File: src/rtl/rr_arb_pkg.sv
// rr_arb_pkg -- shared types and helpers for the round-robin priority arbiter.
//
// Contents:
//   state_t  : arbiter FSM state (IDLE, GRANT)
//   num_req  : requester count N = 2**n for an encoded index width n
package rr_arb_pkg;

    typedef enum logic {
        IDLE  = 1'b0,
        GRANT = 1'b1
    } state_t;

    // Requester count for a given index width.
    function automatic int num_req(input int n);
        return 2 ** n;
    endfunction

endpackage

File: src/rtl/rr_prio_arbiter_if.sv
// rr_prio_arbiter_if -- request/grant bundle between clients and the arbiter.
//
// Parameter: n = encoded index width, N = 2**n requesters.
// Signals:
//   req       N  request vector, bit i = requester i wants the resource
//   ack       1  current grant consumed (only meaningful while gnt_valid=1)
//   gnt       N  one-hot grant, zero when idle
//   gnt_id    n  binary index of the granted requester
//   gnt_valid 1  a grant is active
// Modports:
//   master : client/resource side (drives req, ack)
//   slave  : arbiter side (drives gnt, gnt_id, gnt_valid)
//
// Handshake: a grant is presented while gnt_valid=1 and stays constant;
// it completes on the rising edge where gnt_valid=1 and ack=1. ack seen
// while gnt_valid=0 has no effect.
interface rr_prio_arbiter_if
    import rr_arb_pkg::*;
#(
    parameter int n = 3
) ();
    localparam int N = num_req(n);

    logic [N-1:0] req;
    logic         ack;
    logic [N-1:0] gnt;
    logic [n-1:0] gnt_id;
    logic         gnt_valid;

    modport master (
        output req,
        output ack,
        input  gnt,
        input  gnt_id,
        input  gnt_valid
    );

    modport slave (
        input  req,
        input  ack,
        output gnt,
        output gnt_id,
        output gnt_valid
    );
endinterface

File: src/rtl/rr_prio_enc.sv
// rr_prio_enc -- combinational rotating-priority 2^n-to-n encoder.
//
// Ports:
//   req   in  N  request vector
//   ptr   in  n  index that currently has highest priority
//   found out 1  at least one request is asserted
//   id    out n  first asserted index searching upward from ptr, wrapping
//
// The request vector is rotated so that ptr lands on bit 0, a fixed
// LSB-first encoder picks the winner, and ptr is added back (n-bit wrap).
module rr_prio_enc
    import rr_arb_pkg::*;
#(
    parameter int n = 3
) (
    input  logic [num_req(n)-1:0] req,
    input  logic [n-1:0]          ptr,
    output logic                  found,
    output logic [n-1:0]          id
);
    localparam int N = num_req(n);

    logic [N-1:0] rot;
    logic [n-1:0] off;
    logic [n-1:0] src;

    // rot[i] = req[(i + ptr) mod N]
    always_comb begin
        rot = '0;
        src = '0;
        for (int i = 0; i < N; i++) begin
            src    = i[n-1:0] + ptr;
            rot[i] = req[src];
        end
    end

    // Scan from the top down so the lowest asserted offset is written last.
    always_comb begin
        found = 1'b0;
        off   = '0;
        for (int i = N - 1; i >= 0; i--) begin
            if (rot[i]) begin
                found = 1'b1;
                off   = i[n-1:0];
            end
        end
        id = off + ptr;
    end

endmodule

File: src/rtl/rr_prio_arbiter.sv
// rr_prio_arbiter -- registered round-robin arbiter over N = 2**n requesters.
//
// Ports:
//   clk       in   rising-edge clock
//   rst_n     in   synchronous active-low reset
//   bus       slave modport of rr_prio_arbiter_if (req, ack -> gnt, gnt_id,
//             gnt_valid)
//   dbg_state out  current FSM state
//   dbg_ptr   out  current round-robin pointer (highest-priority index)
//
// Build option: define ARB_REQ_DROP_EN to abort a grant whose requester
// deasserts req before ack. Without it a grant is held until ack.
//
// All grant outputs come straight from flops; req only reaches them through
// the next-state logic. On an ack the pointer moves past the served
// requester and the encoder re-arbitrates in the same cycle, so back-to-back
// grants have no idle cycle between them.
module rr_prio_arbiter
    import rr_arb_pkg::*;
#(
    parameter int n = 3
) (
    input  logic               clk,
    input  logic               rst_n,
    rr_prio_arbiter_if.slave   bus,
    output state_t             dbg_state,
    output logic [n-1:0]       dbg_ptr
);
    localparam int N = num_req(n);

    state_t       state_q, state_d;
    logic [n-1:0] ptr_q,   ptr_d;
    logic [n-1:0] id_q,    id_d;
    logic [N-1:0] gnt_q,   gnt_d;
    logic         valid_q, valid_d;

    logic         served;
    logic         dropped;
    logic [n-1:0] after_id;
    logic [n-1:0] enc_ptr;
    logic         enc_found;
    logic [n-1:0] enc_id;

    // A grant is consumed only while one is active; stray ack is ignored.
    assign served   = (state_q == GRANT) && bus.ack;
    assign after_id = id_q + n'(1);

    // Re-arbitration after an ack must already use the advanced pointer.
    assign enc_ptr  = served ? after_id : ptr_q;

`ifdef ARB_REQ_DROP_EN
    // ack takes precedence over a simultaneous drop.
    assign dropped = (state_q == GRANT) && !bus.ack && !bus.req[id_q];
`else
    assign dropped = 1'b0;
`endif

    rr_prio_enc #(
        .n (n)
    ) u_enc (
        .req   (bus.req),
        .ptr   (enc_ptr),
        .found (enc_found),
        .id    (enc_id)
    );

    // State and datapath registers.
    always_ff @(posedge clk) begin
        if (!rst_n) begin
            state_q <= IDLE;
            ptr_q   <= '0;
            id_q    <= '0;
            gnt_q   <= '0;
            valid_q <= 1'b0;
        end else begin
            state_q <= state_d;
            ptr_q   <= ptr_d;
            id_q    <= id_d;
            gnt_q   <= gnt_d;
            valid_q <= valid_d;
        end
    end

    // Next-state logic.
    always_comb begin
        state_d = state_q;
        case (state_q)
            IDLE: begin
                if (enc_found) begin
                    state_d = GRANT;
                end
            end
            GRANT: begin
                if (served) begin
                    state_d = enc_found ? GRANT : IDLE;
                end else if (dropped) begin
                    state_d = IDLE;
                end
            end
            default: state_d = IDLE;
        endcase
    end

    // Next grant outputs and pointer.
    always_comb begin
        ptr_d   = ptr_q;
        id_d    = id_q;
        gnt_d   = gnt_q;
        valid_d = valid_q;

        // Whoever was just served (or aborted) drops to lowest priority.
        if (served || dropped) begin
            ptr_d = after_id;
        end

        if (((state_q == IDLE) || served) && enc_found) begin
            gnt_d         = '0;
            gnt_d[enc_id] = 1'b1;
            id_d          = enc_id;
            valid_d       = 1'b1;
        end else if ((served && !enc_found) || dropped) begin
            gnt_d   = '0;
            id_d    = '0;
            valid_d = 1'b0;
        end
    end

    assign bus.gnt       = gnt_q;
    assign bus.gnt_id    = id_q;
    assign bus.gnt_valid = valid_q;
    assign dbg_state     = state_q;
    assign dbg_ptr       = ptr_q;

endmodule

File: src/flat_wrapper.sv
// flat-port wrapper written by rule: the top's interface ports become plain ports
module rr_prio_arbiter_flat import rr_arb_pkg::*;
#(
    parameter int n = 3
)
  (clk, rst_n, dbg_state, dbg_ptr, bus_req, bus_ack, bus_gnt, bus_gnt_id, bus_gnt_valid);
  rr_prio_arbiter_if #(.n(n)) bus_i ();
  input  logic clk;
  input  logic rst_n;
  output state_t dbg_state;
  output logic [n-1:0] dbg_ptr;
  input wire logic [$bits(bus_i.req)-1:0] bus_req;
  input wire logic [$bits(bus_i.ack)-1:0] bus_ack;
  output wire logic [$bits(bus_i.gnt)-1:0] bus_gnt;
  output wire logic [$bits(bus_i.gnt_id)-1:0] bus_gnt_id;
  output wire logic [$bits(bus_i.gnt_valid)-1:0] bus_gnt_valid;
  assign bus_i.req = bus_req;
  assign bus_i.ack = bus_ack;
  assign bus_gnt = bus_i.gnt;
  assign bus_gnt_id = bus_i.gnt_id;
  assign bus_gnt_valid = bus_i.gnt_valid;
  rr_prio_arbiter #(.n(n)) u_core (.clk(clk), .rst_n(rst_n), .bus(bus_i), .dbg_state(dbg_state), .dbg_ptr(dbg_ptr));
endmodule
File: config.mk
export PLATFORM = sky130hd
export DESIGN_NAME = rr_prio_arbiter_flat
export DESIGN_NICKNAME = d
export VERILOG_FILES = /design/src/rtl/rr_arb_pkg.sv /design/src/rtl/rr_prio_arbiter_if.sv /design/src/rtl/rr_prio_enc.sv /design/src/rtl/rr_prio_arbiter.sv /design/src/flat_wrapper.sv
export SDC_FILE = /design/constraint.sdc
export NUM_CORES = 1
export LEC_CHECK = 0
export BUFFER_PORTS_ARGS = -buffer_cell sky130_fd_sc_hd__buf_2
export CORE_MARGIN = 8
export CORE_UTILIZATION = 55
export CTS_CLUSTER_SIZE = 20
export DETAILED_ROUTE_END_ITERATION = 10
export PLACE_DENSITY = 0.8
export SLEW_MARGIN = 15
export SYNTH_ARGS = -nofsm -noshare
export SYNTH_HDL_FRONTEND = slang
export SYNTH_SLANG_ARGS = --single-unit
export TNS_END_PERCENT = 30
File: constraint.sdc
create_clock -name clk -period 11.21 [get_ports clk]
set_clock_uncertainty 0.05 [all_clocks]
set_input_delay 1.121 -clock clk [delete_from_list [all_inputs] [get_ports clk]]
set_output_delay 1.121 -clock clk [all_outputs]
set_load 0.005 [all_outputs]
==> summary by stage <==
Global routing
The layer flagged by global routing as most heavily used is met2. The number of global-route vias before repair is 1,293. The fraction of met2 tracks used by global routing is 0.309. The number of antenna violations at the first check in global routing came to 0.

For met3 alone, demand over resource in global routing was 0.0153. The total overflow left after global routing is 0. Across every metal layer, demand over resource in global routing totals 0.169.

Entering global routing, the biggest net connects 13 pins. The wire length of the first global-routing pass is 5.91 mm. The met1 capacity usage during global routing is 0.197.

Worst hold path
The path with the worst hold slack has its endpoint at u_core.bus.gnt[1]. In this run the worst hold path is classified as reg -> reg. Along the worst hold path, the cell count comes to 1. The critical hold path startpoint is u_core.bus.gnt[1].

Synthesis
The leading area contributor after synthesis is dfxtp_1. The synthesized netlist occupies a cell area of 0.00133 sq mm. The distinct cell type count of the synthesized netlist is 45. The portion of synthesized cell area occupied by the leading cell type is 0.241. The post-synthesis average cell area is between 8 and 9 sq um.

Of all flip-flops after synthesis, the portion carrying an async set or reset was 0. The count of flip-flops with a built-in enable after synthesis is 0. Ranked by total cell area, the synthesized netlist is headed by dfxtp_1 (24%), nand3_1 (11%), mux4_2 (5.1%). The yosys synthesis warning count is 0. The post-synthesis instance total is roughly 150. After synthesis the netlist holds a flip-flop and latch count of 16.

After synthesis, the most frequently instantiated cells are nand3_1 (28), dfxtp_1 (16), nor2_1 (11). The top flip-flop cell by instance count after synthesis is dfxtp_1. When the netlist entered floorplanning its net count stood at ~160. The fraction of the yosys area taken by sequential cells is 0.241. Yosys instantiated no cell more often than nand3_1.

CTS
The number of sinks driven by the clock tree is 16. The depth of the CTS H-tree is 1. The total of hold buffers inserted after clock tree synthesis is 0. In this run, CTS created clock tree buffers numbering 3. No sink is reached through more buffers than the 2 on the longest clock path. Clock-pin slew was measured on the worst setup and hold paths at ~90 ps.

TritonCTS built the clock tree. The post-cts gate resize count is 0. The post-CTS repair timing setup buffer count is 0. The clock reaches the later pin of the worst-skew pair after between 200 and 300 ps. The cell sitting at the root of the clock tree is a clkbuf_4.

Critical path
The category of the worst setup path capture point is a register. The most numerous cell type found on the critical path is xnor2_1. STA classifies the critical path startpoint as a primary input. The stage delay of the slowest cell on the critical path is about 420 ps. In this run the worst path has a maximum fanout of 11. The startpoint identified for the worst register-to-register timing path is u_core.bus.gnt_id[0].

The signal arrival time at the worst endpoint is between 5000 and 6000 ps. Traced cell by cell, the critical path runs through buf_2, nand2_1, a21oi_2, inv_1, ha_1, xnor2_1, mux4_2, a21bo_2, a2bb2oi_1, o21ai_0, a21o_1, fa_1, xnor2_1, mux2_2, o41ai_1. The required time at the worst-slack endpoint is 11,340 ps. By startpoint and endpoint, the worst setup path is classified as in -> reg. In this run the critical register-to-register path is captured at u_core.bus.gnt[6]. The worst register-to-register path has a depth of 15. The slowest stage of the critical path belongs to the cell mux2_2. The setup slack on the worst flop-to-flop path is 6650 ps.

Place
The number of placed instances, taps included, is 200. The placer congestion estimate is roughly 0.93. After legalization and detailed placement, the total HPWL measured approximately 2.7 mm. The count of buffers from port buffering is 26.

Layout
Of the cells placed in the final design, the portion with a size suffix greater than 1 is 0.247. The number of antenna diodes in the final layout is 0. The count of filler cells inserted in the layout is ~220. For this run, the post-layout net count is between 150 and 200.

The final standard cell utilization of the core is 0.625. The sequential cells in the finished layout cover a total of between 300 and 400 sq um. The area growth from synthesis to final layout is 12.4%. The number of standard cells in the layout, taps in and fillers out is approximately 200.

The footprint of the multi-input gates is 953 sq um.

Flow run
Max-cap violations in this run came to 0.

Route
The via count of the routed design is around 1,300. The total iterations of the first detailed-routing run is 4. The post-detailed-route DRC marker count is 0. The via count normalized by instance count is around 6.5. The final layout contains routed wiring with a total length of 3.49 mm. The antenna violation net count after detailed routing is 0. The first routing iteration left 78 violations. Dividing the detail-routed wire length by the instance count gives 17.1 um.

Timing
Setup repair after global routing left no endpoint under its margin. Subtracting the final worst setup slack from the clock period gives 4920 ps. The number of hold-slack violations in the final timing report was 0. Setup violations remaining at the end of the flow were counted as 0. At the pin with the least slew margin, the transition time is about 570 ps. Derived from the worst setup path, the maximum achievable clock frequency is 0.203 GHz. The count of pins over their slew limit is 0. Measured against its own limit, the worst slew margin works out to 0.608. The ratio of final minimum period to clock period is 0.439. The setup total negative slack is 0 ps.

Die
The die covers 0.00424 sq mm. The die height is roughly 65 um. 27 I/O pins were placed. The area of the core region is between 0.002 and 0.0025 sq mm. The overall die width is around 65 um. The initial utilization of the core area, before any placement, comes to 0.556. The number of cell rows is 18.

Outcome
The run finished with clean final reports.

Power and ir drop
The power density over cell area is 229 mW/mm^2. Across the VDD grid, the largest voltage drop is between 0.1 and 0.15 mV. The leakage power summed over all cells is about 0.00069 uW.
==> stage by stage <==
step | total power [uW] | worst slack (ps) | cell area, sq um | hold WS [ps]
2_1_floorplan | 251 | 6600 | 1330 | 403
3_3_place_gp | 297 | 6220 | 1460 | 399
3_5_place_dp | 301 | 6050 | 1460 | 402
4_1_cts | 341 | 6290 | 1490 | 421
5_1_grt | 369 | 5900 | 1490 | 438
6_report | 342 | 6290 | 1490 | 418
==> layout by cell type, fill, tap and decap left out, drive strengths merged, types with 5 or more instances in the layout <==
| cell type | instances |
|---|---|
| nand3 | 28 |
| buf | 26 |
| dfxtp | 16 |
| nor2 | 12 |
| nand2 | 7 |
| o21ai | 7 |
| a21oi | 7 |
| mux2i | 6 |
| and3 | 6 |
| o41ai | 5 |
==> report_power, final <==
part           total (uW)  switching (uW)  internal (uW)
clock                37.6            17.8           19.8
sequential           82.5            11.0           71.5
combinational         222             127           94.6
==> layer usage <==
| layer | wire length [um] | vias up |
|---|---|---|
| met5 | 0 | - |
| met1 | 1480 | 645 |
| met4 | 67 | 0 |
| li1 | - | 632 |
| met3 | 147 | 7 |
| met2 | 1790 | 39 |
==> registers in the layout, indices dropped and copies added (netlist names) <==
name	flops
u_core.bus.gnt	8
u_core.bus.gnt_id	3
u_core.dbg_ptr	3
u_core.bus.gnt_valid	1
u_core.dbg_state	1
==> logic make-up (layout without fill, tap and decap cells) <==
kind of cell / count (synthesis) / in the layout / synth area share
AND/OR/NAND/NOR: 61 / 61 / 0.238
AO/OA/AOI/OAI: 43 / 43 / 0.283
flip-flops: 16 / 16 / 0.241
multiplexers: 11 / 11 / 0.124
buffers and inverters: 9 / 34 / 0.0405
XOR/XNOR: 6 / 6 / 0.0396
adder cells (fa/ha/maj): 3 / 3 / 0.0339
==> worst max-delay path, delay by kind of cell <==
kind	cells	cell delay, ps
buffers and inverters	2	400
AO/OA/AOI/OAI	6	1410
multiplexers	2	690
AND/OR/NAND/NOR	1	220
adder cells (fa/ha/maj)	2	650
XOR/XNOR	2	550
==> worst max path at each step <==
stage               startpoint                end  slack (ps)  depth (start not counted)
finish                 bus_ack  u_core.bus.gnt[6]        6290                         15
global route           bus_ack  u_core.bus.gnt[6]        5900                         15
CTS                    bus_ack  u_core.bus.gnt[6]        6290                         15
detailed placement     bus_ack  u_core.bus.gnt[6]        6050                         15
global placement       bus_ack  u_core.bus.gnt[5]        6220                         15
floorplan              bus_ack  u_core.bus.gnt[4]        6600                         14
==> cell type report <==
type / instances / share of cell area
clock buffer: 4 / 0.0243
inverter: 4 / 0.0101
multi-input combinational: 124 / 0.639
sequential: 16 / 0.215
tap: 30 / 0.0251
timing repair buffer: 26 / 0.0872
Note: power is estimated with default switching activity, not from simulation.
